File: src/rtl/counter_pkg.sv
// Shared definitions for the counter block.
// Provides the default count width and a matching count type that
// neighbouring logic and benches can use to hold count values.
package counter_pkg;

    localparam int COUNT_W = 8;

    typedef logic [COUNT_W-1:0] count_t;

endpackage : counter_pkg

File: src/rtl/counter_4_if.sv
// Control/data bundle between a counter controller and counter_4.
// Signals:
//   l    load strobe, active-high, sampled on the rising clock edge
//   s_s  start/stop: 1 = count enabled, 0 = hold
//   d    parallel load value
//   c    current registered count value
// Modports:
//   master  drives l, s_s and d; observes c
//   slave   the counter itself; receives l, s_s and d; drives c
interface counter_4_if
    import counter_pkg::*;
#(
    parameter int WIDTH = COUNT_W
);

    logic             l;
    logic             s_s;
    logic [WIDTH-1:0] d;
    logic [WIDTH-1:0] c;

    modport master (
        output l,
        output s_s,
        output d,
        input  c
    );

    modport slave (
        input  l,
        input  s_s,
        input  d,
        output c
    );

endinterface : counter_4_if

File: src/rtl/counter_4.sv
// Loadable, start/stop-controlled binary up-counter.
// Serves as a general event/time-base counter: a start value can be
// preloaded, counting can be run or paused, and the count is readable
// at all times.
// Ports:
//   clk  system clock; all state updates on the rising edge
//   clr  asynchronous active-low reset; forces the count to zero at once
//   bus  counter_4_if.slave: l (load), s_s (start/stop), d (load data),
//        c (registered count output)
// Per-edge priority when out of reset: load, then count, then hold.
// The count wraps modulo 2^WIDTH with no flag and no saturation.
module counter_4
    import counter_pkg::*;
#(
    parameter int WIDTH = COUNT_W
) (
    input  logic         clk,
    input  logic         clr,
    counter_4_if.slave   bus
);

    localparam logic [WIDTH-1:0] ONE = {{(WIDTH-1){1'b0}}, 1'b1};

    logic [WIDTH-1:0] c_q;
    logic [WIDTH-1:0] c_next;

    // Load wins over count, so a load in the same cycle as s_s=1 produces
    // no increment; counting resumes from d on the following edge.
    always_comb begin
        c_next = c_q;
        if (bus.l) begin
            c_next = bus.d;
        end else if (bus.s_s) begin
            c_next = c_q + ONE;
        end
    end

    // Reset takes effect immediately and masks anything on l/s_s/d,
    // including a load that was about to be captured.
    always_ff @(posedge clk or negedge clr) begin
        if (!clr) begin
            c_q <= '0;
        end else begin
            c_q <= c_next;
        end
    end

    // Direct register output: no combinational path from inputs to c.
    assign bus.c = c_q;

endmodule : counter_4

File: src/flat_wrapper.sv
// flat-port wrapper written by rule: the top's interface ports become plain ports
module counter_4_flat import counter_pkg::*;
#(
    parameter int WIDTH = COUNT_W
)
  (clk, clr, bus_l, bus_s_s, bus_d, bus_c);
  counter_4_if #(.WIDTH(WIDTH)) bus_i ();
  input  logic clk;
  input  logic clr;
  input wire logic [$bits(bus_i.l)-1:0] bus_l;
  input wire logic [$bits(bus_i.s_s)-1:0] bus_s_s;
  input wire logic [$bits(bus_i.d)-1:0] bus_d;
  output wire logic [$bits(bus_i.c)-1:0] bus_c;
  assign bus_i.l = bus_l;
  assign bus_i.s_s = bus_s_s;
  assign bus_i.d = bus_d;
  assign bus_c = bus_i.c;
  counter_4 #(.WIDTH(WIDTH)) u_core (.clk(clk), .clr(clr), .bus(bus_i));
endmodule
File: config.mk
export PLATFORM = sky130hd
export DESIGN_NAME = counter_4_flat
export DESIGN_NICKNAME = d
export VERILOG_FILES = /design/src/rtl/counter_pkg.sv /design/src/rtl/counter_4_if.sv /design/src/rtl/counter_4.sv /design/src/flat_wrapper.sv
export SDC_FILE = /design/constraint.sdc
export NUM_CORES = 1
export LEC_CHECK = 0
export BUFFER_PORTS_ARGS = -buffer_cell sky130_fd_sc_hd__clkbuf_2
export CORE_AREA = 2 2 39 41
export DETAILED_ROUTE_END_ITERATION = 10
export DIE_AREA = 0 0 41 43
export SETUP_SLACK_MARGIN = 0.05
export SLEW_MARGIN = 10
export SYNTH_ARGS = -nofsm -noshare
export SYNTH_HDL_FRONTEND = slang
export SYNTH_SLANG_ARGS = --single-unit
export TNS_END_PERCENT = 20
File: constraint.sdc
create_clock -name clk -period 3.6 [get_ports clk]
set_input_delay 0 -clock clk [delete_from_list [all_inputs] [get_ports clk]]
set_output_delay 0 -clock clk [all_outputs]
set_load 0.03 [all_outputs]
* Word level (Yosys, flattened, before mapping)
Cells that the tools add are included.
** Operators by class
- Reductions and logical operators :: 1
- Bitwise operators :: 0
- Shift operators :: 0
- Multiply operators :: 0
- Add/subtract/negate cells :: 1
- Equal/unequal tests :: 0
- Divide/modulo/power cells :: 0
- Mux-type cells :: 2
- $lt $le $gt $ge :: 0
** Operators with widths (number)
- $mux 8 :: 2
- $add 8x1->8 const B :: 1
- $reduce_bool 2->1 :: 1
** Word-level totals
- Memories :: 0
- Word-level logic and storage cells :: 5
- Register bits after elaboration :: 8
- Output and inout port bits :: 8
- Bits in writable memories :: 0
- Latch bits :: 0
- Input port bits :: 12
- ROM bits :: 0

* Depth between registers and ports, before layout
Gate-level depths: netlist of the first run.
- Depth in word-level cells :: 3
- Depth in mapped cells :: 4
- Gate-level depth less buffers :: 4

* Least setup slack after synthesis of the first run
Ideal clock, no wire load.
- Path kind :: flip-flop to flip-flop
- Start :: register u_core.c_q[0], in the netlist u_core.bus.c[0]
- End :: register u_core.c_q[6], in the netlist u_core.bus.c[6]
- Arrival :: 1.444 ns
- Required time :: 3.531 ns
- Clock period less this slack :: 1.513 ns
- Setup slack :: 2.087 ns
- Cell stages (with the launch flop) :: 5
- Buffers on the path :: 0
- Path through :: dfrtp_1 -> ha_1 -> nand3_1 -> or4_1 -> nand3_1
** On the way
- Cells in the longest elaborated chain, start to end :: 3
** Ends and longest elaborated chain
- from (decl) :: line counter_4.sv:24 : logic [WIDTH-1:0] c_q;
- from (signal assigned) :: line counter_4.sv:44 : c_q <= c_next;
- $add 8x1->8 :: line counter_4.sv:34 : c_next = c_q + ONE;
- $mux 8 :: line counter_4.sv:33 : end else if (bus.s_s) begin
- $mux 8 :: line counter_4.sv:31 : if (bus.l) begin
No other way between the ends. The select of a mux whose other input is x is not followed.
A chain may end at the register's enable or synchronous reset.

* Worst setup path in the final report of the first run
Ends and elaborated chain as after synthesis.

==> reports/results.ini, run 1 <==
[hold_path]
hold_class = input pin to async pin

[placed_design]
finalWeightedCongestion = 0.704
dp_cells = 81
dp_hpwl_um = 708
port_buffers = 19

[sta]
fin_crit_ns = 1.36
fin_tns_setup_ns = 0
slew_headroom = 0.789
rsz0062_at_grt = no
slew_viol_final = 0
fmax_mhz = 734
tightest_slew_ns = 0.316
final.period_utilization = 0.378
fin_skew_ns = 0.00528
setup_violations = 0
finalHoldViolations = 0

[grt]
grt_first_pass_wirelength_um = 1720
grtUsageTotal = 0.149
grt_pass1_vias = 434
grt_max_degree = 20
grt_overflow_total = 0
antenna_found_initial = 0

[drt]
detail-route-antenna-nets = 0
viasPerCell = 4.72
num_vias = 439
wl_um = 1040
dr.pass1.iters = 4
drtIter0Drc = 7
detail_route.wl_per_cell_um = 11.2
drc_errors = 0

[status]
status = finished, final reports clean

[clock_tree]
htreeDepth = 1
clockRootBuffer = clkbuf_4
cts.path.max_buffers = 2
cts_tree = yes
cts_made_buffers = 3
cts.sinks = 8
clk_latency_ns = 0.25
clk_pin_slew_ns = 0.06

[critical_path]
cp_common_cell = nand3_1
worstPathArrival_ns = 1.56
critPathMaxStageDelay_ns = 0.47
crit_family = simple AND/OR/NAND/NOR gates
worstPathMaxFanout = 4
cp-end-kind = register
start_kind = register
cp_num_buf_inv = 0
required_ns = 3.79
path_cells = ha_1, nand3_1, or4_1, nand3_1
slowest_stage = or4_1
crit_type = register to register

[synth]
ys_ff_latch = 8
yosysUniqueCellTypes = 14
synth_area_leaders = dfrtp_1 (44%), o21ai_0 (8.8%), nand2_1 (8.3%)
syn_nets = 62
netlist.area_leader.share = 0.441
ys_seq_area_frac = 0.441
netlist_area_um2 = 454
syn-instance-count = 49
yosys.area.top_type = dfrtp_1
yosys_warnings = 0
syn_avg_cell_area_um2 = 9.27

[power_and_ir_drop]
finalPower_mw = 0.255
combinationalPowerShare = 0.277
p_clk_frac = 0.276
ir_drop_uv = 192
p_switching_mw = 0.0883
power_frac_seq = 0.448
total_leakage_power_nw = 0.308
power.density_nw_per_um2 = 385
p_int_mw = 0.167
switching_share = 0.346

[floorplanning]
fp.coreArea_um2 = 1380
rows = 14
die-area_um2 = 1760
die_w_um = 41
io-pin-count = 20
initial_core_util = 0.328
fp.dieH_um = 43

[final_layout]
instances_no_fill = 93
fillers = 144
drive_gt1_frac = 0.299
antenna_cells = 0
largest_reg_flops = 8
area_growth_pct = 46.0
layout.nets = 92

[flow_run]
max-cap-violations = 0

[synthesized netlist by cell type]
library cell	instances
nand2_1	10
ha_1	1
nor2b_1	3
dfrtp_1	8
buf_4	2
or4_1	3
clkbuf_1	1
mux2i_1	1
xnor2_1	1
nand3_1	5
xor2_1	3
nand4_1	2
o21ai_0	8
nand4_4	1
[cells by family after synthesis]
family                   share of synthesized area
buffers and inverters                       0.0413
adder cells (fa/ha/maj)                     0.0275
flip-flops                                   0.441
XOR/XNOR                                    0.0771
multiplexers                                0.0220
AND/OR/NAND/NOR                              0.303
AO/OA/AOI/OAI                               0.0882
[final timing paths]
check / to / startpoint / depth (start not counted) / slack, ns
max: u_core.bus.c[6]$_DFFE_PN0P_ / u_core.bus.c[0]$_DFFE_PN0P_ / 4 / 2.24
min: u_core.bus.c[6]$_DFFE_PN0P_ / clr / 2 / 0.13
max reg2reg: u_core.bus.c[6]$_DFFE_PN0P_ / u_core.bus.c[0]$_DFFE_PN0P_ / 4 / 2.24
min reg2reg: u_core.bus.c[7]$_DFFE_PN0P_ / u_core.bus.c[7]$_DFFE_PN0P_ / 2 / 0.59
max in group asynchronous: u_core.bus.c[1]$_DFFE_PN0P_ / clr / 2 / 3.29
min in group clk: u_core.bus.c[0]$_DFFE_PN0P_ / bus_s_s / 3 / 0.18
[per-stage QoR]
step	instance area (um2)	setup WS (ns)	util	hold slack, ns
floorplan	454	2.09	-	-0.296
global placement	551	2.28	0.398	-0.141
detailed placement	551	2.25	0.398	-0.143
CTS	663	2.23	0.479	0.119
global route	663	2.18	0.479	0.175
finish	663	2.24	0.479	0.127
[layout by cell type (no fill, tap or decap)]
| cell | instances |
|---|---|
| mux2i_1 | 1 |
| xnor2_1 | 1 |
| dfrtp_1 | 8 |
| nand2_1 | 10 |
| ha_1 | 1 |
| clkbuf_4 | 3 |
| nand4_4 | 1 |
| xor2_1 | 3 |
| o21ai_0 | 8 |
| nand3_1 | 5 |
| nor2b_1 | 3 |
| clkbuf_2 | 19 |
| nand4_1 | 2 |
| or4_1 | 3 |
| dlygate4sd3_1 | 9 |
[metal layers]
layer  global-route usage  vias to the layer above  routed length (um)  share of wire
met5                    0                        -                   0              0
li1                     -                      227                   -              -
met2                0.228                       14                 528           0.51
met1                0.174                      196                 445           0.43
met4               0.0800                        0                  14          0.013
met3               0.0471                        2                  54          0.052
[power by group through the flow]
stage | Clock [mW] | Combinational (mW) | Sequential [mW]
2_1_floorplan | 0 | 0.0236 | 0.134
3_3_place_gp | 0 | 0.0634 | 0.115
3_5_place_dp | 0 | 0.0634 | 0.116
4_1_cts | 0.0734 | 0.0713 | 0.115
5_1_grt | 0.0782 | 0.0781 | 0.117
6_report | 0.0704 | 0.0707 | 0.114
[final cells by class]
class                      instances  area [um2]  share of cell area
clock buffer                       3        22.5              0.0340
multi-input combinational         38         235               0.355
sequential                         8         200               0.302
tap                               16        20.0              0.0302
timing repair buffer              28         185               0.279
[timing repair]
item	in CTS	in global routing
buffers inserted	0	0
endpoints found under the hold margin	16	0
hold buffers	9	0
gates resized for setup	0	0
No activity file was read; power rests on OpenSTA's default activity.
==> run 2: changes to the inputs <==
--- a/config.mk
+++ b/config.mk
@@ -5,6 +5,7 @@
 export SDC_FILE = /design/constraint.sdc
 export NUM_CORES = 1
 export LEC_CHECK = 0
+export ABC_AREA = 1
 export BUFFER_PORTS_ARGS = -buffer_cell sky130_fd_sc_hd__clkbuf_2
 export CORE_AREA = 2 2 39 41
 export DETAILED_ROUTE_END_ITERATION = 10
==> constraint.sdc (replaced) <==
create_clock -name clk -period 1.4 [get_ports clk]
set_input_delay 0 -clock clk [delete_from_list [all_inputs] [get_ports clk]]
set_output_delay 0 -clock clk [all_outputs]
set_load 0.03 [all_outputs]
==> reports/results.ini, run 2 <==
[grt]
grtUsageTotal = 0.167  ; +0.0180
grt_first_pass_wirelength_um = 1900  ; +10%
grt_busiest_layer = met2
grt_pass1_vias = 429  ; -1.2%
grt_use_met3 = 0.0628  ; +0.0157
use_met1 = 0.213  ; +0.0388
antenna_found_initial = 0  ; unchanged
grt_max_degree = 11  ; -45%
met2_usage = 0.228  ; unchanged
grt_overflow_total = 0  ; unchanged

[placed_design]
dp_hpwl_um = 823  ; +16%
dp_cells = 96  ; +19%
port_buffers = 19  ; unchanged
finalWeightedCongestion = 0.704  ; about the same

[sta]
fin_tns_setup_ns = 0  ; unchanged
fmax_mhz = 907  ; +24%
fin_crit_ns = 1.10  ; -0.260 ns
final.period_utilization = 0.787  ; +0.409
setup_violations = 0  ; unchanged
tightest_slew_ns = 0.331  ; +0.0148 ns
slew_viol_final = 0  ; unchanged
slew_headroom = 0.779  ; -0.00989
fin_skew_ns = 0.000165  ; -0.00511 ns
rsz0062_at_grt = no
finalHoldViolations = 0  ; unchanged

[final_layout]
final_util = 0.520  ; +0.0407
multiInputGateArea_um2 = 277  ; +18%
seq_area_um2 = 200  ; unchanged
fillers = 138  ; -4.2%
final_cell_mix = nand2_1 (22), clkbuf_2 (19), nand3_1 (10)
drive_gt1_frac = 0.293  ; -0.00522
layout.nets = 107  ; +16%
mostFrequentLayoutCell = nand2_1
largest_reg_flops = 8  ; unchanged
antenna_cells = 0  ; unchanged
area_growth_pct = 44.1
instances_no_fill = 108  ; +16%

[critical_path]
path_cells = ha_1, nand3_1, xnor2_1, nand2_1, nand2_1
slowest_stage = dfrtp_1
worstPathMaxFanout = 5  ; +1
reg2reg_depth = 5  ; +1
timing.rr.end = u_core.bus.c[4]$_DFFE_PN0P_
crit_family = flip-flops
rrSetupSlack_ns = 0.30  ; -1.94 ns
regToRegStartpoint = u_core.bus.c[1]$_DFFE_PN0P_
required_ns = 1.54  ; -2.25 ns
start_kind = register
cp-end-kind = register
critPathMaxStageDelay_ns = 0.41  ; -0.06 ns
cp_num_buf_inv = 0  ; unchanged
cp_common_cell = nand2_1
crit_type = register to register
worstPathArrival_ns = 1.25  ; -0.31 ns

[drt]
drtIter0Drc = 5  ; -2
detail-route-antenna-nets = 0  ; unchanged
detail_route.wl_per_cell_um = 10.6  ; -5.5%
wl_um = 1140  ; +9.7%
drc_errors = 0  ; unchanged
dr.pass1.iters = 4  ; unchanged
num_vias = 506  ; +15%
viasPerCell = 4.69  ; -0.75%

[power_and_ir_drop]
power_frac_seq = 0.432  ; -0.016
power.density_nw_per_um2 = 954  ; +150%
combinationalPowerShare = 0.306  ; +0.029
total_leakage_power_nw = 0.366  ; +19%
ir_drop_uv = 419  ; +120%
p_int_mw = 0.439  ; +160%
p_clk_frac = 0.262  ; -0.014
switching_share = 0.360  ; +0.0139
p_switching_mw = 0.247  ; +180%

[synth]
synth_compound_area_frac = 0.120  ; +0.0321
yosys-top-cells-count = nand2_1 (22), nand3_1 (10), dfrtp_1 (8)
async_reset_ff_frac = 1.00  ; unchanged
syn_avg_cell_area_um2 = 8.05  ; -13%
synth_top_family_by_area = simple AND/OR/NAND/NOR gates
syn-instance-count = 62  ; +27%
ys_seq_area_frac = 0.401  ; -0.0398
syn_nets = 75  ; +21%
netlist.area_leader.share = 0.401  ; -0.0398
synth-simple-area-share = 0.373  ; +0.0704
synth_area_leaders = dfrtp_1 (40%), nand2_1 (17%), nand3_1 (10%)
synth_xor_area_frac = 0.0351  ; -0.0420
yosys.area.top_type = dfrtp_1
synthAdderAreaFrac = 0.0251  ; -0.00249
synth.mux.area_fraction = 0  ; -0.0220
netlist_area_um2 = 499  ; +9.9%
synth.most_common_cell = nand2_1
synth-main-ff-cell = dfrtp_1
ys_ff_latch = 8  ; unchanged
synth_edf_count = 0  ; unchanged
yosys_warnings = 0  ; unchanged
yosysUniqueCellTypes = 15  ; +1

[clock_tree]
cts.path.max_buffers = 2  ; unchanged
clk_latency_ns = 0.25  ; about the same
cts_made_buffers = 3  ; unchanged
htreeDepth = 1  ; unchanged
cts_setup_buffers = 0  ; unchanged
clockRootBuffer = clkbuf_4
cts.sinks = 8  ; unchanged
cts_tree = yes
clk_pin_slew_ns = 0.05  ; about the same

[floorplanning]
die_w_um = 41  ; unchanged
fp.dieH_um = 43  ; unchanged
io-pin-count = 20  ; unchanged
die-area_um2 = 1760  ; unchanged
rows = 14  ; unchanged
fp.coreArea_um2 = 1380  ; unchanged
initial_core_util = 0.361  ; +0.0325

[hold_path]
hp-start = bus_s_s
hold_class = input pin to register
hold_depth = 4
min_to = u_core.bus.c[1]$_DFFE_PN0P_

[flow_run]
max-cap-violations = 0  ; unchanged

[status]
status = finished, final reports clean

==> run 2: cell count changes after synthesis, moves of 2 or more <==
cell,before,now
a22oi_1,0,6
inv_1,0,4
nand2_1,10,22
nand3_1,5,10
nand4_1,2,0
nor2_2,0,2
nor2b_1,3,0
o21ai_0,8,0
o21bai_1,0,2
or4_1,3,0
xor2_1,3,1
==> run 2: per-stage QoR <==
step	power, mW	worst slack, ns	hold WS, ns	area (um2)
final	0.686	0.298	0.0808	719
after global placement	0.491	0.332	-0.138	607
after floorplan	0.429	0.132	-0.296	499
after CTS	0.700	0.289	0.0783	719
after global routing	0.742	0.192	0.109	719
after detailed placement	0.493	0.297	-0.139	607
==> run 2: how the worst max path moves through the flow <==
stage,from,end,slack (ns),cells after the start
2_1_floorplan,u_core.bus.c[1]$_DFFE_PN0P_,u_core.bus.c[4]$_DFFE_PN0P_,0.13,5
3_3_place_gp,u_core.bus.c[0]$_DFFE_PN0P_,u_core.bus.c[4]$_DFFE_PN0P_,0.33,5
3_5_place_dp,u_core.bus.c[1]$_DFFE_PN0P_,u_core.bus.c[4]$_DFFE_PN0P_,0.30,5
4_1_cts,u_core.bus.c[1]$_DFFE_PN0P_,u_core.bus.c[4]$_DFFE_PN0P_,0.29,5
5_1_grt,u_core.bus.c[0]$_DFFE_PN0P_,u_core.bus.c[4]$_DFFE_PN0P_,0.19,5
6_report,u_core.bus.c[1]$_DFFE_PN0P_,u_core.bus.c[4]$_DFFE_PN0P_,0.30,5
==> run 2: what timing repair did <==
item	4_1_cts	5_1_grt
gates resized for setup	0	0
hold buffers	9	0
hold endpoints to repair	16	0
setup endpoints to repair	0	0
==> run 2: cell families after synthesis <==
group | Yosys count
simple gates | 38
compound gates | 8
flops | 8
buf+inv | 5
xor+xnor | 2
fa+ha+maj | 1
==> run 2: power groups by stage <==
stage / combinational [mW] / clock [mW] / sequential [mW]
floorplan: 0.0828 / 0 / 0.346
global route: 0.233 / 0.206 / 0.302
CTS: 0.213 / 0.191 / 0.297
finish: 0.210 / 0.180 / 0.296
global placement: 0.193 / 0 / 0.298
detailed placement: 0.193 / 0 / 0.300
==> run 2: area by class of cell <==
type	instances	share of cell area
timing repair buffer	28	0.257
tap	16	0.0278
sequential	8	0.278
inverter	4	0.0209
clock buffer	3	0.0313
multi-input combinational	49	0.384
==> run 2: routing by layer <==
metal  up-vias  part of all wire
li1        268                 -
met1       221              0.47
met2        15              0.46
met3         2             0.058
met4         0             0.012
met5         -                 0
==> run 2: worst min-delay path, delay by kind of cell <==
kind,cells,cell delay [ns]
and+or+nand+nor,3,0.17
buffers and inverters,1,0.11
